**src/rtl/buscaminas_board_ctrl.sv**
```systemverilog
// -----------------------------------------------------------------------------
// buscaminas_board_ctrl
//
// Builds a Minesweeper board inside the external matriz cell storage. After
// an accepted start it runs four phases in order:
//   CLEAR : write 0 into every cell, row-major from (0,0)
//   PLACE : drop num_mines mines on LFSR-chosen cells, skipping occupied ones
//   COUNT : for each cell, read its 8 neighbours and write back the mine count
//   DONE  : raise enable_matriz so the game logic may use the board
//
// Cell layout: bit CELL_W-1 = mine flag, bits 3:0 = neighbour count.
//
// Ports
//   clk, reset      clock (rising edge) and asynchronous active-high reset
//   start           1-cycle build request, only honoured in IDLE/DONE
//   seed            LFSR seed (0 selects 8'hA5), latched on accepted start
//   num_mines       requested mine count, latched and clamped on start
//   rd_row/rd_col   matriz read address; rd_data returns in the same cycle
//   wr_en/wr_row/   matriz write port; data is stored at the next clock edge
//   wr_col/wr_data
//   busy            high during CLEAR/PLACE/COUNT
//   done            1-cycle pulse on entry to DONE
//   enable_matriz   board valid; high in DONE until the next accepted start
// -----------------------------------------------------------------------------
module buscaminas_board_ctrl #(
  parameter int ROWS   = 8,
  parameter int COLS   = 8,
  parameter int CELL_W = 5
) (
  input  logic                         clk,
  input  logic                         reset,
  input  logic                         start,
  input  logic [7:0]                   seed,
  input  logic [$clog2(ROWS*COLS)-1:0] num_mines,
  output logic [$clog2(ROWS)-1:0]      rd_row,
  output logic [$clog2(COLS)-1:0]      rd_col,
  input  logic [CELL_W-1:0]            rd_data,
  output logic                         wr_en,
  output logic [$clog2(ROWS)-1:0]      wr_row,
  output logic [$clog2(COLS)-1:0]      wr_col,
  output logic [CELL_W-1:0]            wr_data,
  output logic                         busy,
  output logic                         done,
  output logic                         enable_matriz
);

  localparam int RB    = $clog2(ROWS);
  localparam int CB    = $clog2(COLS);
  localparam int CELLS = ROWS * COLS;
  localparam int IB    = $clog2(CELLS);
  localparam int MINE  = CELL_W - 1;

  localparam logic [IB-1:0]     LAST_CELL    = IB'(CELLS - 1);
  localparam logic [7:0]        LFSR_DEFAULT = 8'hA5;
  localparam logic [CELL_W-1:0] MINE_CELL    = {1'b1, {(CELL_W-1){1'b0}}};
  localparam logic [RB+1:0]     ONE_R        = (RB+2)'(1);
  localparam logic [CB+1:0]     ONE_C        = (CB+2)'(1);

  typedef enum logic [2:0] {
    S_IDLE,
    S_CLEAR,
    S_PLACE,
    S_COUNT,
    S_DONE
  } state_t;

  state_t            state;
  logic [IB-1:0]     idx;       // current cell in CLEAR and COUNT
  logic [IB-1:0]     placed;    // mines written so far
  logic [IB-1:0]     mines_q;   // latched, clamped mine target
  logic [3:0]        phase;     // COUNT sub-cycle: 0-7 neighbours, 8 write-back
  logic [3:0]        cnt;       // neighbour mines accumulated for idx
  logic [7:0]        lfsr;

  // Last driven addresses/data, so the ports hold steady when unused.
  logic [RB-1:0]     rd_row_q, wr_row_q;
  logic [CB-1:0]     rd_col_q, wr_col_q;
  logic [CELL_W-1:0] wr_data_q;

  // Only the mine flag of a cell is ever inspected here.
  logic              rd_data_unused;
  assign rd_data_unused = ^rd_data[CELL_W-2:0];

  logic [RB-1:0] cur_row, cand_row;
  logic [CB-1:0] cur_col, cand_col;
  logic [7:0]    lfsr_next;

  assign cur_row   = idx[IB-1:CB];
  assign cur_col   = idx[CB-1:0];
  assign cand_row  = lfsr[RB+CB-1:CB];
  assign cand_col  = lfsr[CB-1:0];
  // x^8+x^6+x^5+x^4+1, shifting left with feedback into bit 0.
  assign lfsr_next = {lfsr[6:0], lfsr[7] ^ lfsr[5] ^ lfsr[4] ^ lfsr[3]};

  // Neighbour address with two guard bits: -1 becomes all ones and ROWS/COLS
  // sets the guard bits, so a cell is on the board iff both guards are 0.
  logic [RB+1:0] dr, nb_row;
  logic [CB+1:0] dc, nb_col;
  logic          nb_in;

  // NOTE: every signal assigned in an always_comb gets a default at the top,
  // so no path through the case leaves it unassigned and no latch is inferred.
  always_comb begin
    dr = '0;
    dc = '0;
    case (phase)
      4'd0:    begin dr = '1;    dc = '1;    end  // NW
      4'd1:    begin dr = '1;                end  // N
      4'd2:    begin dr = '1;    dc = ONE_C; end  // NE
      4'd3:    begin             dc = '1;    end  // W
      4'd4:    begin             dc = ONE_C; end  // E
      4'd5:    begin dr = ONE_R; dc = '1;    end  // SW
      4'd6:    begin dr = ONE_R;             end  // S
      4'd7:    begin dr = ONE_R; dc = ONE_C; end  // SE
      default: ;
    endcase
  end

  assign nb_row = {2'b00, cur_row} + dr;
  assign nb_col = {2'b00, cur_col} + dc;
  assign nb_in  = (nb_row[RB+1:RB] == 2'b00) && (nb_col[CB+1:CB] == 2'b00);

  // The memory port is combinational on the state registers and rd_data:
  // a PLACE write depends on the cell read in the same cycle, and it must land
  // at the very next edge so a repeated candidate already sees its mine.
  always_comb begin
    rd_row  = rd_row_q;
    rd_col  = rd_col_q;
    wr_en   = 1'b0;
    wr_row  = wr_row_q;
    wr_col  = wr_col_q;
    wr_data = wr_data_q;
    case (state)
      S_CLEAR: begin
        wr_en   = 1'b1;
        wr_row  = cur_row;
        wr_col  = cur_col;
        wr_data = '0;
      end
      S_PLACE: begin
        rd_row = cand_row;
        rd_col = cand_col;
        if (placed != mines_q && !rd_data[MINE]) begin
          wr_en   = 1'b1;
          wr_row  = cand_row;
          wr_col  = cand_col;
          wr_data = MINE_CELL;
        end
      end
      S_COUNT: begin
        if (phase == 4'd8) begin
          rd_row        = cur_row;
          rd_col        = cur_col;
          wr_en         = 1'b1;
          wr_row        = cur_row;
          wr_col        = cur_col;
          wr_data       = '0;
          wr_data[MINE] = rd_data[MINE];
          wr_data[3:0]  = cnt;
        end else begin
          // Off-board neighbours still spend their cycle; the wrapped
          // address is read but its data is ignored through nb_in.
          rd_row = nb_row[RB-1:0];
          rd_col = nb_col[CB-1:0];
        end
      end
      default: ;
    endcase
  end

  // NOTE: all state in this block uses non-blocking assignments, so every
  // register samples pre-edge values regardless of statement order.
  always_ff @(posedge clk or posedge reset) begin
    if (reset) begin
      state         <= S_IDLE;
      idx           <= '0;
      placed        <= '0;
      mines_q       <= '0;
      phase         <= '0;
      cnt           <= '0;
      lfsr          <= LFSR_DEFAULT;
      busy          <= 1'b0;
      done          <= 1'b0;
      enable_matriz <= 1'b0;
      rd_row_q      <= '0;
      rd_col_q      <= '0;
      wr_row_q      <= '0;
      wr_col_q      <= '0;
      wr_data_q     <= '0;
    end else begin
      rd_row_q  <= rd_row;
      rd_col_q  <= rd_col;
      wr_row_q  <= wr_row;
      wr_col_q  <= wr_col;
      wr_data_q <= wr_data;
      done      <= 1'b0;

      case (state)
        S_IDLE, S_DONE: begin
          if (start) begin
            mines_q       <= (num_mines > LAST_CELL) ? LAST_CELL : num_mines;
            lfsr          <= (seed == 8'h00) ? LFSR_DEFAULT : seed;
            idx           <= '0;
            busy          <= 1'b1;
            enable_matriz <= 1'b0;
            state         <= S_CLEAR;
          end
        end

        S_CLEAR: begin
          idx <= idx + IB'(1);
          if (idx == LAST_CELL) begin
            placed <= '0;
            state  <= S_PLACE;
          end
        end

        S_PLACE: begin
          lfsr <= lfsr_next;
          // The exit check uses the registered count, so the target is
          // confirmed one cycle after the last mine (or at once for zero).
          if (placed == mines_q) begin
            idx   <= '0;
            phase <= '0;
            cnt   <= '0;
            state <= S_COUNT;
          end else if (!rd_data[MINE]) begin
            placed <= placed + IB'(1);
          end
        end

        S_COUNT: begin
          if (phase == 4'd8) begin
            phase <= '0;
            cnt   <= '0;
            idx   <= idx + IB'(1);
            if (idx == LAST_CELL) begin
              busy          <= 1'b0;
              done          <= 1'b1;
              enable_matriz <= 1'b1;
              state         <= S_DONE;
            end
          end else begin
            phase <= phase + 4'd1;
            if (nb_in && rd_data[MINE]) cnt <= cnt + 4'd1;
          end
        end

        default: state <= S_IDLE;
      endcase
    end
  end

endmodule

```
**config.mk**
```make
export PLATFORM = sky130hd
export DESIGN_NAME = buscaminas_board_ctrl
export DESIGN_NICKNAME = d
export VERILOG_FILES = /design/src/rtl/buscaminas_board_ctrl.sv
export SDC_FILE = /design/constraint.sdc
export NUM_CORES = 1
export LEC_CHECK = 0
export ABC_AREA = 1
export CAP_MARGIN = 20
export CORE_AREA = 2 2 112 114
export CTS_BUF_LIST = sky130_fd_sc_hd__clkbuf_2
export CTS_CLUSTER_DIAMETER = 200
export DETAILED_ROUTE_END_ITERATION = 10
export DIE_AREA = 0 0 114 116
export SLEW_MARGIN = 30
export SYNTH_ARGS = -nofsm -noshare
export SYNTH_HDL_FRONTEND = slang
export SYNTH_SLANG_ARGS = --single-unit
```
**constraint.sdc**
```tcl
create_clock -name clk -period 2.5 [get_ports clk]
set_input_delay 0.5 -clock clk [delete_from_list [all_inputs] [get_ports clk]]
set_output_delay 0.5 -clock clk [all_outputs]
set_load 0.02 [all_outputs]
```
==> impl_metrics.py <==
metrics = {
    "sta": {
        "period_share": 1.28,
        "report.final.setup_viol": 22,
        "relSlewSlack": 0.571,
        "worstMarginPinSlew_ns": 0.637,
        "hold_violations": 0,
        "fin_crit_ns": 3.20,
        "finalClockSkew_ns": 0.0340,
        "setup_slack_ns": -0.702,
        "hold_ws_ns": 0.313,
        "maxSlewViolCount": 0,
        "rsz0062_at_grt": "true",
        "max_freq_ghz": 0.312,
    },
    "clock_network": {
        "cts_root_buffer": "clkbuf_2",
        "clk_path_buf_depth": 2,
        "numClockSinks": 57,
        "cts_buffers": 9,
        "path_clk_slew_ns": 0.18,
        "insertion_delay_ns": 0.51,
        "h-tree-depth": 3,
        "cts_tree": "yes",
    },
    "worst_setup_path": {
        "crit_required_ns": 2.00,
        "critPathMostFrequentCell": "nand2_2",
        "path_cells": "inv_2 -> ha_2 -> nor2_2 -> nand2_1 -> nand2_2 -> nand2_2 -> ha_4 -> fa_2 -> xnor2_1 -> o21ai_1 -> nand3_2 -> buf_6",
        "max_stage_delay_ns": 0.48,
        "r2r_slack_ns": -0.05,
        "critical_path_depth": 12,
        "crit_arrival_ns": 2.70,
        "reg2regPathDepth": 19,
        "worst-path-max-fanout": 4,
        "crit_family": "adder cells",
        "r2r_start": "phase[1]",
        "crit_start": "phase[1]",
        "r2r_end": "cnt[2]",
        "path_buf_inv": 2,
        "slowest_stage": "dfrtp_2",
        "end_kind": "output port",
        "startpoint_type": "flip-flop",
        "path_class": "reg -> out",
        "endpoint": "rd_row[2]",
    },
    "logic_synthesis": {
        "synth-seq-cells": 57,
        "synth_warnings": 0,
        "synth_nets": 511,
        "ys_types": 41,
        "synthCells": 472,
        "postSynthAreaPerCell_um2": 7.51,
        "syn_area_um2": 3550,
        "seq_area_frac_synth": 0.404,
    },
    "floorplanning": {
        "dieHeight_um": 116,
        "rows": 40,
        "core-area_um2": 11900,
        "die_w_um": 114,
        "io_pins": 43,
        "dieArea_um2": 13200,
        "start_util": 0.298,
    },
    "global_routing": {
        "first_global_vias": 3639,
        "grt_max_degree": 39,
        "met1_usage": 0.197,
        "grt-busiest-layer": "met2",
        "overflow": 0,
        "grt_use_total": 0.165,
        "grt_antenna_before_repair": 0,
        "grt_util_met3": 0.0188,
        "grt_pass1_wl_mm": 17.3,
        "grt_util_met2": 0.295,
    },
    "power_and_ir_drop": {
        "p_leak_nw": 2.50,
        "ir_worst_vdd_v": 0.000466,
        "power.density_nw_per_um2": 1200,
    },
    "detailed_routing": {
        "wire_per_inst_um": 14.1,
        "first_pass_iters": 6,
        "dr.first_iter.drc_count": 204,
        "vias": 3571,
        "drc_errors": 0,
        "post_drt_via_cell_ratio": 4.78,
        "drtAntennaViolNets": 0,
        "totalWireLength_mm": 10.6,
    },
    "status": {
        "status": "complete, but fails checks",
        "violations": "setup timing",
    },
    "finish": {
        "antennaDiodeCount": 0,
        "area_growth_pct": 46.3,
        "layout.nets": 634,
        "drive_gt1_frac": 0.363,
    },
    "hold_path": {
        "hp-class": "in -> async",
    },
    "place": {
        "dp_slack_ns": -0.624,
        "gp_congestion": 0.879,
        "dpl.hpwl_mm": 7.21,
        "io_buffers": 38,
    },
    "flow_run": {
        "cap_viol_max_count": 0,
    },
}
layout by cell type, fill, tap and decap left out, types with 5 or more instances in the layout:
cell type and instances:
nand2_1 117, buf_4 75, dfrtp_1 51, inv_1 47, nand3_1 30, nor2_1 29
o21ai_0 26, buf_6 22, clkdlybuf4s50_1 20, inv_2 17, nand2_2 16, nand3_2 12
clkbuf_2 11, nand2_4 9, o21ai_1 9, ha_1 9, nor2_2 8, xor2_1 8
o211ai_1 8, xnor2_1 5, a21oi_1 5, ha_4 5
synth_stat cells (all sizes together):
cell type,count,share of area
xor2,8,0.020
a21o,1,0.0021
xnor2,6,0.015
dfstp,4,0.030
nand3,45,0.070
nor2,41,0.051
nor3,3,0.0056
ha,15,0.053
nand2,142,0.16
inv,67,0.071
a221o,1,0.0028
o221ai,1,0.0025
a31oi,1,0.0018
a21oi,12,0.017
nand4,2,0.0035
o31ai,1,0.0021
o22ai,2,0.0035
clkinv,1,0.0011
buf,5,0.0095
nor4,2,0.0035
or2,4,0.0071
dfrtp,53,0.37
clkbuf,2,0.0021
nand3b,1,0.0032
fa,2,0.011
o21ai,41,0.059
a22oi,1,0.0021
o211ai,8,0.017
routing by layer:
metal / vias up / part of all wire
li1: 1756 / -
met2: 91 / 0.51
met3: 26 / 0.031
met4: 0 / 0.025
met5: - / 0
met1: 1698 / 0.43
per-stage QoR:
| stage | setup TNS (ns) | cells | utilization | total power (W) | instance area [um2] |
|---|---|---|---|---|---|
| floorplan | -0.0244 | 472 | - | 0.00348 | 3570 |
| global placement | -6.11 | 703 | 0.378 | 0.00485 | 4500 |
| detailed placement | -6.94 | 703 | 0.378 | 0.00489 | 4500 |
| CTS | -6.73 | 738 | 0.415 | 0.00580 | 4950 |
| global route | -9.09 | 747 | 0.435 | 0.00672 | 5190 |
| finish | -6.54 | 747 | 0.435 | 0.00625 | 5190 |
worst register-to-register path: cells and delay by family, from the launching register on:
kind                       cells  cell delay, ns
AOI/OAI and AO/OA              1            0.19
adders and majority gates      3            0.71
buffers and inverters          3            0.20
DFF                            1            0.48
and+or+nand+nor               12            0.93
power by group:
group | leakage, nW | internal (W) | switching [W]
clock | 0.0684 | 0.000229 | 0.000356
sequential | 0.702 | 0.00123 | 0.000181
combinational | 1.73 | 0.00185 | 0.00240
state kept, by name, indices dropped and copies added, names as in the netlist:
| name | cells |
|---|---|
| lfsr | 8 |
| idx | 6 |
| mines_q | 6 |
| placed | 6 |
| wr_data_q | 5 |
| cnt | 4 |
| phase | 4 |
| rd_col_q | 3 |
| rd_row_q | 3 |
| state | 3 |
| wr_col_q | 3 |
| wr_row_q | 3 |
| busy | 1 |
| done | 1 |
| enable_matriz | 1 |
cells by family after synthesis:
family | count (synthesis) | synth area share
simple gates | 240 | 0.304
fa+ha+maj | 17 | 0.0642
compound gates | 69 | 0.110
xor+xnor | 14 | 0.0346
buf+inv | 75 | 0.0836
flops | 57 | 0.404
how the worst min path moves through the flow:
stage	startpoint	endpoint	slack [ns]
floorplan	lfsr[7]	lfsr[7]	0.45
global placement	lfsr[7]	lfsr[7]	0.47
detailed placement	rd_col_q[1]	rd_col_q[1]	0.46
CTS	reset	mines_q[0]	0.28
global route	reset	mines_q[0]	0.32
finish	reset	mines_q[0]	0.31
layout make-up:
type	count	area (um2)
repair buffers	119	1050
clock inverters	5	46.3
fillers	1176	6730
clock buffers	11	55.1
flip-flops and latches	57	1430
well taps	147	184
inverters	68	268
multi-input cells	340	2150
what timing repair did:
action                                 4_1_cts  5_1_grt
setup endpoints to repair                   22       22
pin swaps                                   26       25
endpoints found under the hold margin        0        0
hold buffers                                 0        0
buffers inserted                            19       10
resized for setup                          165       45
Power figures use the tool's default switching activity.
